`src/rtl/interrupt_sequencer_pkg.sv`:
```
// ---------------------------------------------------------------------------
// interrupt_sequencer_pkg
// Shared processor definitions used by the interrupt entry sequencer:
//   - FSM state encoding (IDLE .. SERVICE)
//   - inject_op codes driven towards decode
//   - default interrupt vector
//   - push_word(): selects the 16-bit word pushed for a given inject_op
// ---------------------------------------------------------------------------
package interrupt_sequencer_pkg;

  localparam logic [31:0] IRQ_VECTOR_DEFAULT = 32'h0000_0020;

  typedef logic [2:0] state_t;

  localparam logic [2:0] ST_IDLE     = 3'd0;
  localparam logic [2:0] ST_DRAIN    = 3'd1;
  localparam logic [2:0] ST_PUSH_HI  = 3'd2;
  localparam logic [2:0] ST_PUSH_LO  = 3'd3;
  localparam logic [2:0] ST_PUSH_CCR = 3'd4;
  localparam logic [2:0] ST_VECTOR   = 3'd5;
  localparam logic [2:0] ST_SERVICE  = 3'd6;

  typedef logic [1:0] inject_op_t;

  localparam logic [1:0] OP_PUSH_PC_HI = 2'd0;
  localparam logic [1:0] OP_PUSH_PC_LO = 2'd1;
  localparam logic [1:0] OP_PUSH_CCR   = 2'd2;
  localparam logic [1:0] OP_RESERVED   = 2'd3;

  // Word placed on the stack for each push operation; flags are zero-extended.
  function automatic logic [15:0] push_word(input inject_op_t op,
                                            input logic [31:0] pc,
                                            input logic [2:0]  flags);
    logic [15:0] word;
    case (op)
      OP_PUSH_PC_HI: word = pc[31:16];
      OP_PUSH_PC_LO: word = pc[15:0];
      OP_PUSH_CCR:   word = {13'b0, flags};
      default:       word = 16'h0000;
    endcase
    return word;
  endfunction

endpackage

```
`src/rtl/interrupt_sequencer_irq_sync.sv`:
```
// ---------------------------------------------------------------------------
// irq_sync
// Two-flop synchronizer for the asynchronous interrupt pin followed by a
// rising-edge detector on the synchronized level.
// Ports:
//   clk      in   clock
//   rst      in   synchronous active-low reset
//   irq      in   raw interrupt pin (asynchronous to clk)
//   irq_rise out  one-cycle pulse on a 0->1 edge of the synchronized pin
// ---------------------------------------------------------------------------
module irq_sync (
  input  logic clk,
  input  logic rst,
  input  logic irq,
  output logic irq_rise
);

  logic r_meta;
  logic r_sync;
  logic r_sync_d;

  always_ff @(posedge clk) begin
    if (!rst) begin
      r_meta   <= 1'b0;
      r_sync   <= 1'b0;
      r_sync_d <= 1'b0;
    end else begin
      r_meta   <= irq;
      r_sync   <= r_meta;
      r_sync_d <= r_sync;
    end
  end

  assign irq_rise = r_sync & ~r_sync_d;

endmodule

```
`src/rtl/interrupt_sequencer.sv`:
```
// ---------------------------------------------------------------------------
// interrupt_sequencer
// Interrupt entry sequencer: on an interrupt it freezes fetch, waits for the
// pipeline to drain, injects three push operations (PC high, PC low, flags)
// into decode, loads the interrupt vector and then reports in-service until
// the handler's RTI retires.
// Ports:
//   clk             in   clock (rising edge)
//   rst             in   synchronous active-low reset
//   irq             in   interrupt pin, asynchronous to clk
//   pc_current[31:0] in  next fetch address (saved on entry)
//   ccr[2:0]        in   condition flags {C,N,Z} (saved on entry)
//   branch_pending  in   control-flow instruction still in flight
//   inject_ready    in   decode accepts the injected operation
//   rti_done        in   RTI writeback pulse
//   freeze_fetch    out  hold PC, feed NOPs into IF/ID
//   inject_valid    out  inject_op / inject_data valid
//   inject_op[1:0]  out  push operation code
//   inject_data[15:0] out word to push
//   pc_load         out  load pc_load_value into the PC
//   pc_load_value[31:0] out interrupt vector
//   in_service      out  handler running
// ---------------------------------------------------------------------------
module interrupt_sequencer
  import interrupt_sequencer_pkg::*;
#(
  parameter int unsigned DRAIN_CYCLES = 3,
  parameter logic [31:0] IRQ_VECTOR   = IRQ_VECTOR_DEFAULT
) (
  input  logic        clk,
  input  logic        rst,
  input  logic        irq,
  input  logic [31:0] pc_current,
  input  logic [2:0]  ccr,
  input  logic        branch_pending,
  input  logic        inject_ready,
  input  logic        rti_done,
  output logic        freeze_fetch,
  output logic        inject_valid,
  output logic [1:0]  inject_op,
  output logic [15:0] inject_data,
  output logic        pc_load,
  output logic [31:0] pc_load_value,
  output logic        in_service
);

  localparam int CNT_W = (DRAIN_CYCLES < 2) ? 1 : $clog2(DRAIN_CYCLES + 1);
  localparam logic [CNT_W-1:0] CNT_LOAD = CNT_W'(DRAIN_CYCLES);

  logic             w_irq_rise;
  logic             w_start;
  logic             w_drain_done;
  logic             w_push;
  state_t           w_state_next;
  state_t           r_state;
  logic             r_pending;
  logic [CNT_W-1:0] r_cnt;
  logic [31:0]      r_saved_pc;
  logic [2:0]       r_saved_ccr;

  irq_sync u_irq_sync (
    .clk      (clk),
    .rst      (rst),
    .irq      (irq),
    .irq_rise (w_irq_rise)
  );

  assign w_start = (r_state == ST_IDLE) && r_pending;

  // Leave DRAIN on the same edge that takes the counter to zero, so the
  // freeze lasts exactly DRAIN_CYCLES quiet cycles.
  assign w_drain_done = !branch_pending && (r_cnt <= CNT_W'(1));

  assign w_push = (r_state == ST_PUSH_HI) || (r_state == ST_PUSH_LO) ||
                  (r_state == ST_PUSH_CCR);

  always_comb begin
    w_state_next = r_state;
    case (r_state)
      ST_IDLE:     if (r_pending)    w_state_next = ST_DRAIN;
      ST_DRAIN:    if (w_drain_done) w_state_next = ST_PUSH_HI;
      ST_PUSH_HI:  if (inject_ready) w_state_next = ST_PUSH_LO;
      ST_PUSH_LO:  if (inject_ready) w_state_next = ST_PUSH_CCR;
      ST_PUSH_CCR: if (inject_ready) w_state_next = ST_VECTOR;
      ST_VECTOR:                     w_state_next = ST_SERVICE;
      ST_SERVICE:  if (rti_done)     w_state_next = ST_IDLE;
      default:                       w_state_next = ST_IDLE;
    endcase
  end

  always_ff @(posedge clk) begin
    if (!rst) begin
      r_state     <= ST_IDLE;
      r_pending   <= 1'b0;
      r_cnt       <= '0;
      r_saved_pc  <= '0;
      r_saved_ccr <= '0;
    end else begin
      r_state <= w_state_next;

      // A new edge wins over the clear, so an interrupt arriving on the
      // entry cycle is queued for the next entry rather than dropped.
      if (w_irq_rise) begin
        r_pending <= 1'b1;
      end else if (w_start) begin
        r_pending <= 1'b0;
      end

      if (w_start) begin
        r_cnt       <= CNT_LOAD;
        r_saved_pc  <= pc_current;
        r_saved_ccr <= ccr;
      end else if (r_state == ST_DRAIN) begin
        if (branch_pending) begin
          r_cnt <= CNT_LOAD;
        end else if (r_cnt != '0) begin
          r_cnt <= r_cnt - CNT_W'(1);
        end
      end
    end
  end

  always_comb begin
    inject_op = OP_PUSH_PC_HI;
    case (r_state)
      ST_PUSH_LO:  inject_op = OP_PUSH_PC_LO;
      ST_PUSH_CCR: inject_op = OP_PUSH_CCR;
      default:     inject_op = OP_PUSH_PC_HI;
    endcase
  end

  assign freeze_fetch  = (r_state == ST_DRAIN) || w_push || (r_state == ST_VECTOR);
  assign inject_valid  = w_push;
  assign inject_data   = w_push ? push_word(inject_op, r_saved_pc, r_saved_ccr) : 16'h0000;
  assign pc_load       = (r_state == ST_VECTOR);
  assign in_service    = (r_state == ST_SERVICE);
  assign pc_load_value = IRQ_VECTOR;

endmodule
```
`config.mk`:
```
export PLATFORM = sky130hd
export DESIGN_NAME = interrupt_sequencer
export DESIGN_NICKNAME = d
export VERILOG_FILES = /design/src/rtl/interrupt_sequencer_pkg.sv /design/src/rtl/interrupt_sequencer_irq_sync.sv /design/src/rtl/interrupt_sequencer.sv
export SDC_FILE = /design/constraint.sdc
export NUM_CORES = 1
export LEC_CHECK = 0
export CAP_MARGIN = 20
export CORE_MARGIN = 5
export CORE_UTILIZATION = 46
export DETAILED_ROUTE_END_ITERATION = 12
export PLACE_DENSITY = 0.91
export SYNTH_ARGS = -nofsm -noshare
export SYNTH_HDL_FRONTEND = slang
export SYNTH_SLANG_ARGS = --single-unit
export TNS_END_PERCENT = 20
```
`constraint.sdc`:
```
create_clock -name clk -period 2.2 [get_ports clk]
set_input_delay 0.44 -clock clk [delete_from_list [all_inputs] [get_ports clk]]
set_output_delay 0.44 -clock clk [all_outputs]
set_load 0.005 [all_outputs]
```
==> results.txt <==
CTS Buffer Depth -> 2
Comb pwr share -> 0.144
Int Pwr -> 1.281 mW
Worst-path maximum fanout -> 5
Area of the multi-input gates -> 0.001196 mm2
Gpl congestion -> 0.8658
Initial Util -> 0.4813
Netlist cell types -> 32
Clk pwr share -> 0.349
CTS root buffer -> clkbuf_8
Slew margin rel. -> 0.6294
Max Used Layer -> met4
Vias per std cell -> 4.707
PortBufs -> 62
Via count -> 1,911
Synth top cells by count -> nand2_1, dfxtp_1, a21boi_1
Top-count cell post-synth -> nand2_1
Met3 Wirelength -> 502 um
Wirelength per Cell -> 12.69 um
Period Utilization, post-route -> 0.9634
#FFs+latches synth -> 44
Worst slew pin tran -> 0.5542 ns
WHS Endpoint -> u_irq_sync.r_sync$_SDFF_PN0_
Placed Cells -> 400
First-pass GRT wire length -> 7990 um
Die area -> 0.006560 mm2
Critical Path Source Type -> flop
Clock-pin slew on the worst setup and hold paths -> 0.07 ns
Reg2reg path depth -> 5
Pleak -> 1.112 nW
Crit Reg-Reg Endpoint -> r_saved_pc[9]$_SDFFE_PN0P_
Number of routed nets with antenna violations -> 0
CTS sink cnt -> 44
CP required -> 1.76 ns
Tot GR Track Use -> 0.1551
Synth Flop Type -> dfxtp_1
WHS Path Cells -> 1
DR iter-0 viols -> 62
Sequential cell area -> 883.3 um2
Power per Cell Area -> 550.1 mW/mm2
# rows -> 25
Hold_buf cts -> 0
Dominant cells by area after synthesis -> dfxtp_1, nand2_1, a21boi_1, buf_4, mux2i_1
Reg-to-reg setup timing slack -> 0.65 ns
Clk_lat worst skew -> 0.29 ns
Final hold vios -> 0
Fin cells -> 406
Fill cell count -> 416
Share of cells above drive strength 1 -> 0.06195
HPWL after detailed placement -> 3836 um
P_sw -> 0.3717 mW
Sw Share -> 0.2250
Cts repair resizes -> 0
Synth Area per Inst -> 8.251 um2
Post-synthesis cell area -> 0.002318 mm2
Met1 WL -> 2011 um
R2R Path Start -> r_state[1]$_SDFFE_PN0P_
Endpoints failing setup -> 0
Cell taking the most area after synthesis -> dfxtp_1
Routed WL -> 5151 um
Die height -> 81.00 um
I/O pin cnt -> 95
Register share of total power -> 0.507
Vias in the first global route -> 1,857
Post-Syn Instances -> 281
Initial antenna violation count -> 0
Max-cap viol count -> 0
Ys async rst share -> 0
Max Slew Vio Count -> 0
Worst Path Arrival -> 1.68 ns
DRC Markers -> 0
Crit path time final -> 2.120 ns
Met2 wire length -> 2570 um
Hold slack -> 0.4355 ns
DP Area -> 0.002890 mm2
Hold Crit Class -> reg2reg
Synth top area share -> 0.3799
Post-CTS Setup Bufs -> 0
Drt pass-1 iters -> 4
Final Skew -> 0.003201 ns
CTS H-Tree Depth -> 2
Status -> completed
P&R area growth vs syn -> 29.57%
Sequential area share after synthesis -> 0.3799
Largest net degree at the start of global routing -> 36
Design Area, Final -> 0.003004 mm2
Crit end category -> output port
Core Region -> 0.004817 mm2
Hold path startpoint -> u_irq_sync.r_meta$_SDFF_PN0_
Total CTS buffers -> 5
CTS tree -> yes
Critical path class -> reg2out
Post-synth EDFFs -> 0
Width of the chip -> 81.00 um
Grt ovf -> 0
ANT cells -> 0
Final layout net count -> 383
Yosys warns -> 0
Peak Freq -> 471.8 MHz
Maximum vdd drop -> 0.0003874 V
## power groups by stage
stage	logic, mW	registers, mW	clock network [mW]
finish	0.239	0.838	0.576
global route	0.261	0.841	0.623
CTS	0.238	0.836	0.593
detailed placement	0.236	0.855	0
global placement	0.233	0.854	0
floorplan	0.165	0.852	0
## worst max-delay path by stage
stage                                  startpoint         endpoint  slack, ns  cells past startpoint
after floorplan           r_state[0]$_SDFFE_PN0P_  inject_data[10]       0.63                      4
after global placement    r_state[1]$_SDFFE_PN0P_   inject_data[1]       0.42                      4
after detailed placement  r_state[0]$_SDFFE_PN0P_   inject_data[0]       0.34                      4
after CTS                 r_state[0]$_SDFFE_PN0P_   inject_data[0]      0.003                      4
after global routing      r_state[2]$_SDFFE_PN0P_   inject_data[1]      -0.02                      4
final                     r_state[2]$_SDFFE_PN0P_   inject_data[1]       0.08                      4
## cell families (layout without fill, tap and decap cells)
logic type,Yosys count,count (layout),synth area share
fa+ha+maj,2,2,0.01079
mux,17,17,0.07339
simple gates,111,111,0.2143
compound gates,50,50,0.1592
other cells,2,32,0.003239
flops,44,44,0.3799
xor+xnor,1,1,0.003778
buf+inv,54,82,0.1554
## per-stage QoR
stage	TNS, ns	setup slack [ns]	util	power [mW]
final	0	0.08046	0.6236	1.653
after global routing	-0.01589	-0.01589	0.6236	1.725
after CTS	0	0.003485	0.6205	1.667
after detailed placement	0	0.3362	0.6000	1.091
after global placement	0	0.4198	0.6000	1.087
after floorplan	0	0.6347	-	1.017
## metal layers
layer	GRT usage	vias up
met5	0	-
met4	0.03716	0
met3	0.04767	8
met2	0.2906	89
met1	0.1688	849
li1	-	965
## state kept, by name, indices dropped and copies added (netlist names)
name,flops
r_saved_ccr,3
r_saved_pc,32
r_cnt,2
u_irq_sync.r_meta,1
u_irq_sync.r_sync,1
r_pending,1
u_irq_sync.r_sync_d,1
r_state,3
## placed cells by master, fill, tap and decap left out, types with 4 or more instances in the layout
master,n
mux2i_1,17
clkdlybuf4s50_1,61
dfxtp_1,42
o211a_1,4
nand2_1,75
clkbuf_8,5
buf_4,7
conb_1,32
a21boi_1,37
o21ai_1,4
nor2_1,16
## layout make-up
class | instances | share of cell area
Tap cell | 67 | 0.02791
Inverter | 4 | 0.004998
Clock buffer | 5 | 0.02291
Clock inverter | 1 | 0.009996
Multi-Input combinational cell | 213 | 0.3982
Sequential cell | 44 | 0.2940
Timing Repair Buffer | 72 | 0.2420
## worst max-delay path, stage by stage, from the launching register on
cell and delay, ns:
dfxtp_1 0.35, nor3b_4 0.30, nand2_1 0.12, o21ai_1 0.10, clkdlybuf4s50_1 0.52
Power figures use the tool's default switching activity.
